===== src/rtl/ex_stall_ctrl_if.sv =====
// Signal bundle between the EX-stage pipeline and its interlock controller.
// The master modport is the pipeline side and the slave modport is the controller.
interface ex_stall_ctrl_if;
  logic [4:0]  id_rs;
  logic [4:0]  id_rt;
  logic        id_uses_rt;
  logic        idex_memread;
  logic [4:0]  idex_rt;
  logic        ex_muldiv;
  logic        ex_is_div;
  logic        ex_div_zero;
  logic        md_start;
  logic        hilo_we;
  logic        div0_flag;
  logic        pc_write;
  logic        ifid_write;
  logic        idex_write;
  logic        idex_flush;
  logic        exmem_flush;
  logic        busy;
  logic [31:0] stall_count;

  modport master (
    output id_rs, id_rt, id_uses_rt, idex_memread, idex_rt,
           ex_muldiv, ex_is_div, ex_div_zero,
    input  md_start, hilo_we, div0_flag, pc_write, ifid_write, idex_write,
           idex_flush, exmem_flush, busy, stall_count
  );

  modport slave (
    input  id_rs, id_rt, id_uses_rt, idex_memread, idex_rt,
           ex_muldiv, ex_is_div, ex_div_zero,
    output md_start, hilo_we, div0_flag, pc_write, ifid_write, idex_write,
           idex_flush, exmem_flush, busy, stall_count
  );
endinterface


===== src/rtl/ex_stall_ctrl.sv =====
// EX-stage interlock: one-bubble load-use stall plus sequencing of the iterative mul/div unit.
//   state   | meaning
//   S_IDLE  | no mul/div in flight; load-use detect active; a mul/div in EX starts here
//   S_BUSY  | mul/div unit iterating; IF/ID/EX frozen, EX/MEM bubbled
//   S_DRAIN | result ready; HI/LO written (unless div by zero), instruction leaves EX
module ex_stall_ctrl #(
  parameter int MUL_CYCLES = 4,
  parameter int DIV_CYCLES = 32,
  parameter int CNT_W      = 6
) (
  input  logic        CLK,
  input  logic        RST,
  ex_stall_ctrl_if.slave bus
);

  typedef enum logic [1:0] {
    S_IDLE  = 2'd0,
    S_BUSY  = 2'd1,
    S_DRAIN = 2'd2
  } state_t;

  // Latencies of 1 or 2 have no BUSY phase; the load value is then never used.
  localparam logic [CNT_W-1:0] MUL_LOAD  = CNT_W'(MUL_CYCLES - 2);
  localparam logic [CNT_W-1:0] DIV_LOAD  = CNT_W'(DIV_CYCLES - 2);
  localparam bit               MUL_SHORT = (MUL_CYCLES <= 2);
  localparam bit               DIV_SHORT = (DIV_CYCLES <= 2);

  state_t            r_state;
  state_t            w_state_nxt;
  logic [CNT_W-1:0]  r_cnt;
  logic [CNT_W-1:0]  w_cnt_nxt;
  logic [CNT_W-1:0]  w_cnt_dec;
  logic              r_div0;
  logic              w_div0_set;
  logic [31:0]       r_stall_cnt;
  logic              w_lu;
  logic              w_div_zero;
  logic              w_short;

  assign w_lu = bus.idex_memread && (bus.idex_rt != 5'd0) &&
                ((bus.idex_rt == bus.id_rs) ||
                 (bus.id_uses_rt && (bus.idex_rt == bus.id_rt)));

  assign w_div_zero = bus.ex_is_div && bus.ex_div_zero;
  assign w_short    = bus.ex_is_div ? DIV_SHORT : MUL_SHORT;
  assign w_cnt_dec  = r_cnt - CNT_W'(1);

  always_ff @(posedge CLK) begin
    if (RST) begin
      r_state     <= S_IDLE;
      r_cnt       <= '0;
      r_div0      <= 1'b0;
      r_stall_cnt <= 32'd0;
    end else begin
      r_state <= w_state_nxt;
      r_cnt   <= w_cnt_nxt;
      if (bus.md_start)
        r_div0 <= 1'b0;
      else if (w_div0_set)
        r_div0 <= 1'b1;
      if (!bus.pc_write)
        r_stall_cnt <= r_stall_cnt + 32'd1;
    end
  end

  always_comb begin
    w_state_nxt     = r_state;
    w_cnt_nxt       = r_cnt;
    w_div0_set      = 1'b0;
    bus.md_start    = 1'b0;
    bus.hilo_we     = 1'b0;
    bus.pc_write    = 1'b1;
    bus.ifid_write  = 1'b1;
    bus.idex_write  = 1'b1;
    bus.idex_flush  = 1'b0;
    bus.exmem_flush = 1'b0;

    case (r_state)
      S_IDLE: begin
        if (bus.ex_muldiv) begin
          // Holding ID also covers any coincident load-use hazard, so no bubble here.
          bus.pc_write    = 1'b0;
          bus.ifid_write  = 1'b0;
          bus.idex_write  = 1'b0;
          bus.exmem_flush = 1'b1;
          if (w_div_zero) begin
            w_div0_set  = 1'b1;
            w_state_nxt = S_DRAIN;
          end else begin
            bus.md_start = 1'b1;
            w_cnt_nxt    = bus.ex_is_div ? DIV_LOAD : MUL_LOAD;
            w_state_nxt  = w_short ? S_DRAIN : S_BUSY;
          end
        end else if (w_lu) begin
          bus.pc_write   = 1'b0;
          bus.ifid_write = 1'b0;
          bus.idex_flush = 1'b1;
        end
      end

      S_BUSY: begin
        bus.pc_write    = 1'b0;
        bus.ifid_write  = 1'b0;
        bus.idex_write  = 1'b0;
        bus.exmem_flush = 1'b1;
        w_cnt_nxt       = w_cnt_dec;
        if (w_cnt_dec == '0)
          w_state_nxt = S_DRAIN;
      end

      S_DRAIN: begin
        // The flag is only still set in DRAIN when this sequence was the div-by-zero one.
        bus.hilo_we = !r_div0;
        if (w_lu) begin
          bus.pc_write   = 1'b0;
          bus.ifid_write = 1'b0;
          bus.idex_flush = 1'b1;
        end
        w_state_nxt = S_IDLE;
      end

      default: begin
        w_state_nxt = S_IDLE;
      end
    endcase
  end

  assign bus.busy        = (r_state != S_IDLE);
  assign bus.div0_flag   = r_div0;
  assign bus.stall_count = r_stall_cnt;

endmodule


===== src/flat_wrapper.sv =====
// flat-port wrapper written by rule: the top's interface ports become plain ports
module ex_stall_ctrl_flat 
#(
  parameter int MUL_CYCLES = 4,
  parameter int DIV_CYCLES = 32,
  parameter int CNT_W      = 6
)
  (CLK, RST, bus_id_rs, bus_id_rt, bus_id_uses_rt, bus_idex_memread, bus_idex_rt, bus_ex_muldiv, bus_ex_is_div, bus_ex_div_zero, bus_md_start, bus_hilo_we, bus_div0_flag, bus_pc_write, bus_ifid_write, bus_idex_write, bus_idex_flush, bus_exmem_flush, bus_busy, bus_stall_count);
  ex_stall_ctrl_if bus_i ();
  input  logic CLK;
  input  logic RST;
  input wire logic [$bits(bus_i.id_rs)-1:0] bus_id_rs;
  input wire logic [$bits(bus_i.id_rt)-1:0] bus_id_rt;
  input wire logic [$bits(bus_i.id_uses_rt)-1:0] bus_id_uses_rt;
  input wire logic [$bits(bus_i.idex_memread)-1:0] bus_idex_memread;
  input wire logic [$bits(bus_i.idex_rt)-1:0] bus_idex_rt;
  input wire logic [$bits(bus_i.ex_muldiv)-1:0] bus_ex_muldiv;
  input wire logic [$bits(bus_i.ex_is_div)-1:0] bus_ex_is_div;
  input wire logic [$bits(bus_i.ex_div_zero)-1:0] bus_ex_div_zero;
  output wire logic [$bits(bus_i.md_start)-1:0] bus_md_start;
  output wire logic [$bits(bus_i.hilo_we)-1:0] bus_hilo_we;
  output wire logic [$bits(bus_i.div0_flag)-1:0] bus_div0_flag;
  output wire logic [$bits(bus_i.pc_write)-1:0] bus_pc_write;
  output wire logic [$bits(bus_i.ifid_write)-1:0] bus_ifid_write;
  output wire logic [$bits(bus_i.idex_write)-1:0] bus_idex_write;
  output wire logic [$bits(bus_i.idex_flush)-1:0] bus_idex_flush;
  output wire logic [$bits(bus_i.exmem_flush)-1:0] bus_exmem_flush;
  output wire logic [$bits(bus_i.busy)-1:0] bus_busy;
  output wire logic [$bits(bus_i.stall_count)-1:0] bus_stall_count;
  assign bus_i.id_rs = bus_id_rs;
  assign bus_i.id_rt = bus_id_rt;
  assign bus_i.id_uses_rt = bus_id_uses_rt;
  assign bus_i.idex_memread = bus_idex_memread;
  assign bus_i.idex_rt = bus_idex_rt;
  assign bus_i.ex_muldiv = bus_ex_muldiv;
  assign bus_i.ex_is_div = bus_ex_is_div;
  assign bus_i.ex_div_zero = bus_ex_div_zero;
  assign bus_md_start = bus_i.md_start;
  assign bus_hilo_we = bus_i.hilo_we;
  assign bus_div0_flag = bus_i.div0_flag;
  assign bus_pc_write = bus_i.pc_write;
  assign bus_ifid_write = bus_i.ifid_write;
  assign bus_idex_write = bus_i.idex_write;
  assign bus_idex_flush = bus_i.idex_flush;
  assign bus_exmem_flush = bus_i.exmem_flush;
  assign bus_busy = bus_i.busy;
  assign bus_stall_count = bus_i.stall_count;
  ex_stall_ctrl #(.MUL_CYCLES(MUL_CYCLES), .DIV_CYCLES(DIV_CYCLES), .CNT_W(CNT_W)) u_core (.CLK(CLK), .RST(RST), .bus(bus_i));
endmodule

===== config.mk =====
export PLATFORM = sky130hd
export DESIGN_NAME = ex_stall_ctrl_flat
export DESIGN_NICKNAME = d
export VERILOG_FILES = /design/src/rtl/ex_stall_ctrl_if.sv /design/src/rtl/ex_stall_ctrl.sv /design/src/flat_wrapper.sv
export SDC_FILE = /design/constraint.sdc
export NUM_CORES = 1
export LEC_CHECK = 0
export CAP_MARGIN = 30
export CORE_MARGIN = 2
export CORE_UTILIZATION = 35
export DETAILED_ROUTE_END_ITERATION = 8
export PLACE_DENSITY = 0.67
export SLEW_MARGIN = 20
export SYNTH_ARGS = -nofsm -noshare
export SYNTH_HDL_FRONTEND = slang
export SYNTH_SLANG_ARGS = --single-unit

===== constraint.sdc =====
create_clock -name CLK -period 1.8 [get_ports CLK]
set_input_delay 0.27 -clock CLK [delete_from_list [all_inputs] [get_ports CLK]]
set_output_delay 0.27 -clock CLK [all_outputs]
set_load 0.02 [all_outputs]

==> impl_metrics.toml, run 1 <==
[status]
status = "finished, violations left"
violations = "setup timing"

[synthesis]
synth_area_per_cell_um2 = 8.077
synthArstFlopShare_pct = 0
synth-edff-count = 0
syn-instance-count = 281
ys_ff_latch = 41
mappedNetlistNets = 306
synth-xor-area-share_pct = 5.017
ys_seq_area_share_pct = 36.16
synth_top_family_by_area = "simple AND/OR/NAND/NOR gates"
synth_compound_area_share_pct = 24.15
synthMuxAreaShare_pct = 0.4410
synth_area_leaders = "dfxtp_1 (36%), a21oi_1 (7.3%), o21ai_0 (5.1%)"
yosys.area_share.adder_pct = 1.654
yosysTopAreaCellShare_pct = 36.16
synth_warnings = 0
synth_ff_type = "dfxtp_1"
syn_area_mm2 = 0.002270
synth.distinct_cells = 45
yosys.area_share.simple_pct = 26.85
yosysTopAreaCell = "dfxtp_1"

[finish]
final_nets = 423
drive_gt1_share_pct = 34.92
final_cell_mix = "buf_4 (48), clkdlybuf4s50_1 (36), a21oi_1 (28), dfxtp_1 (26), nand2_1 (22)"
fin_cells = 475
final_cell_area_mm2 = 0.003814
final_common_cell = "buf_4"
syn_to_final_growth_pct = 68.03
antennaDiodeCount = 0

[global_routing]
use_met1_pct = 23.46
grt_busiest_layer = "met2"
grt_overflow = 0
grt_max_degree = 42
gr-usage-all-layers_pct = 18.99
met3_usage_pct = 5.408
antenna_found_initial = 0
grt_util_met2_pct = 32.64
grt_pass1_vias = 2456
grt_pass1_wl_um = 11130

[drt]
vias = 2566
drtAntennaViolNets = 0
dr.pass1.iters = 4
vias_per_cell = 5.402
remaining_drc_errors = 0
wl_um = 6847
drtIter0Drc = 105
post_drt_wl_per_cell_um = 14.41

[timing]
tightest_slew_ps = 378.2
fin_crit_sh_pct = 104.8
max_freq_mhz = 530.0
skew_ps = 13.37
rsz0062_at_grt = "yes"
drv_slew = 0
period_needed_ps = 1887
maxSlewHeadroom_pct = 74.59
setup_tns_ps = -499.9
layout_setup_ws_ps = -86.90
setup_viol = 18
hold_viol = 0

[power]
power.internal_mw = 1.528
power.leakage_nw = 1.396
combinationalPowerShare_pct = 28.7
clkPwrFrac_pct = 26.8
total_power_mw = 2.166
peakVddDrop_mv = 0.3117
p_seq_share_pct = 44.5
p_per_area_mw_per_mm2 = 568.1
swShare_pct = 29.49
power_switching_mw = 0.6389

[floorplanning]
die_w_um = 84.53
ios = 63
start_util_pct = 35.95
core_area_mm2 = 0.006314
die_y_um = 84.53
die-area_mm2 = 0.007145
rows = 29

[worst_setup_path]
worstPathArrival_ps = 1620
end_kind = "primary output"
worst_setup_path_start_kind = "input port"
path_class = "in2out"
crit_required_ps = 1530
path_max_fanout = 5

[flow_run]
max-cap-violations = 0

[placed_design]
dpl.cell_count = 455
io_buffer_count = 62
dp_slack_ps = -808.2
dpl.hpwl_um = 4446
gp_congestion = 0.7925
placed_cell_area_mm2 = 0.003347

[clock_tree]
path_clk_slew_ps = 80
holdBufCountCts = 0
clock-sinks = 41
cts-htree-levels = 2
cts_buffers = 5
cts_tree = "built"
cts_buffer_depth = 2
clock_latency_ps = 300
root_buffer = "clkbuf_8"

[worst_hold_path]
hold_path_class = "reg2reg"
==> timing repair <==
item	4_1_cts	5_1_grt
pin swaps	16	29
setup buffers	9	1
setup endpoints to repair	40	31
resized for setup	79	47
gates cloned	3	0
==> state kept, by name, summed over array words and instances (netlist names) <==
name	cells
u_core.bus.stall_count	32
u_core.r_cnt	6
u_core.r_state	2
u_core.bus.div0_flag	1
==> through the flow <==
step	util, %	hold slack (ps)
floorplan	-	420.0
detailed placement	53.01	471.4
global route	60.40	502.7
CTS	57.47	487.1
global placement	53.01	464.2
finish	60.40	485.3
==> worst max-delay path, stage by stage <==
cell     delay (ps)
buf_6           100
or4_4           530
nor2_4           90
nor3b_2          50
buf_4           150
a21oi_4         160
buf_12          140
buf_6           110
==> cells in the mapped netlist (2+ instances only) <==
cell	n
or4b_1	2
buf_6	2
nor3_1	6
nand3_1	5
a22oi_1	3
nand2_1	26
xnor2_1	12
or3_1	14
o2111ai_1	4
inv_1	13
nand2b_1	2
nand4_1	8
o31ai_1	8
a31oi_1	2
and2_1	3
dfxtp_1	41
a21oi_1	33
clkbuf_1	5
or4_1	10
o21ai_0	23
nor2_1	18
o41ai_1	5
buf_4	4
and3_1	5
o21ai_1	2
buf_2	2
and4_1	3
ha_1	3
==> metal layers <==
| metal | up-vias | routed length, um | part of all wire (%) |
|---|---|---|---|
| li1 | 1284 | - | - |
| met1 | 1205 | 2964 | 43 |
| met2 | 66 | 3442 | 50 |
| met3 | 11 | 347 | 5.1 |
| met4 | 0 | 92 | 1.3 |
| met5 | - | 0 | 0 |
==> worst paths after layout <==
| path | start | end | slack, ps | depth (start not counted) |
|---|---|---|---|---|
| setup / recovery | bus_idex_rt[0] | bus_pc_write | -90 | 8 |
| hold / removal | u_core.r_cnt[5] | u_core.r_cnt[5] | 490 | 1 |
| setup reg to reg | u_core.r_state[0] | u_core.bus.stall_count[13] | -50 | 8 |
| hold reg to reg | u_core.r_cnt[5] | u_core.r_cnt[5] | 490 | 1 |
==> power by group through the flow <==
stage | sequential (mW) | combinational [mW] | clock (mW)
after floorplan | 0.994 | 0.251 | 0
after global placement | 0.980 | 0.478 | 0
after detailed placement | 0.981 | 0.483 | 0
after CTS | 0.960 | 0.604 | 0.590
after global routing | 0.968 | 0.670 | 0.648
final | 0.963 | 0.622 | 0.581
==> cell type report <==
type                            instances  area, um2
Multi-Input combinational cell        214       1525
Clock buffer                            6      72.57
Clock inverter                          1      5.005
Fill cell                             551       2500
Inverter                               13      48.80
Timing Repair Buffer                  123       1204
Sequential cell                        41      862.1
Tap cell                               77      96.34
==> cells by family after synthesis <==
logic type	after synthesis
xor gates and xnor gates	13
DFF	41
muxes	1
adders and majority gates	3
and+or+nand+nor	109
buffers and inverters	26
AOI/OAI and AO/OA	88
No activity file was read; power rests on OpenSTA's default activity.
==> run 2: changes to the inputs <==
Settings changed: GPL_ROUTABILITY_DRIVEN set to 0.
==> results of run 2 <==
The final DEF is identical to that of run 1; final timing and power are the same.
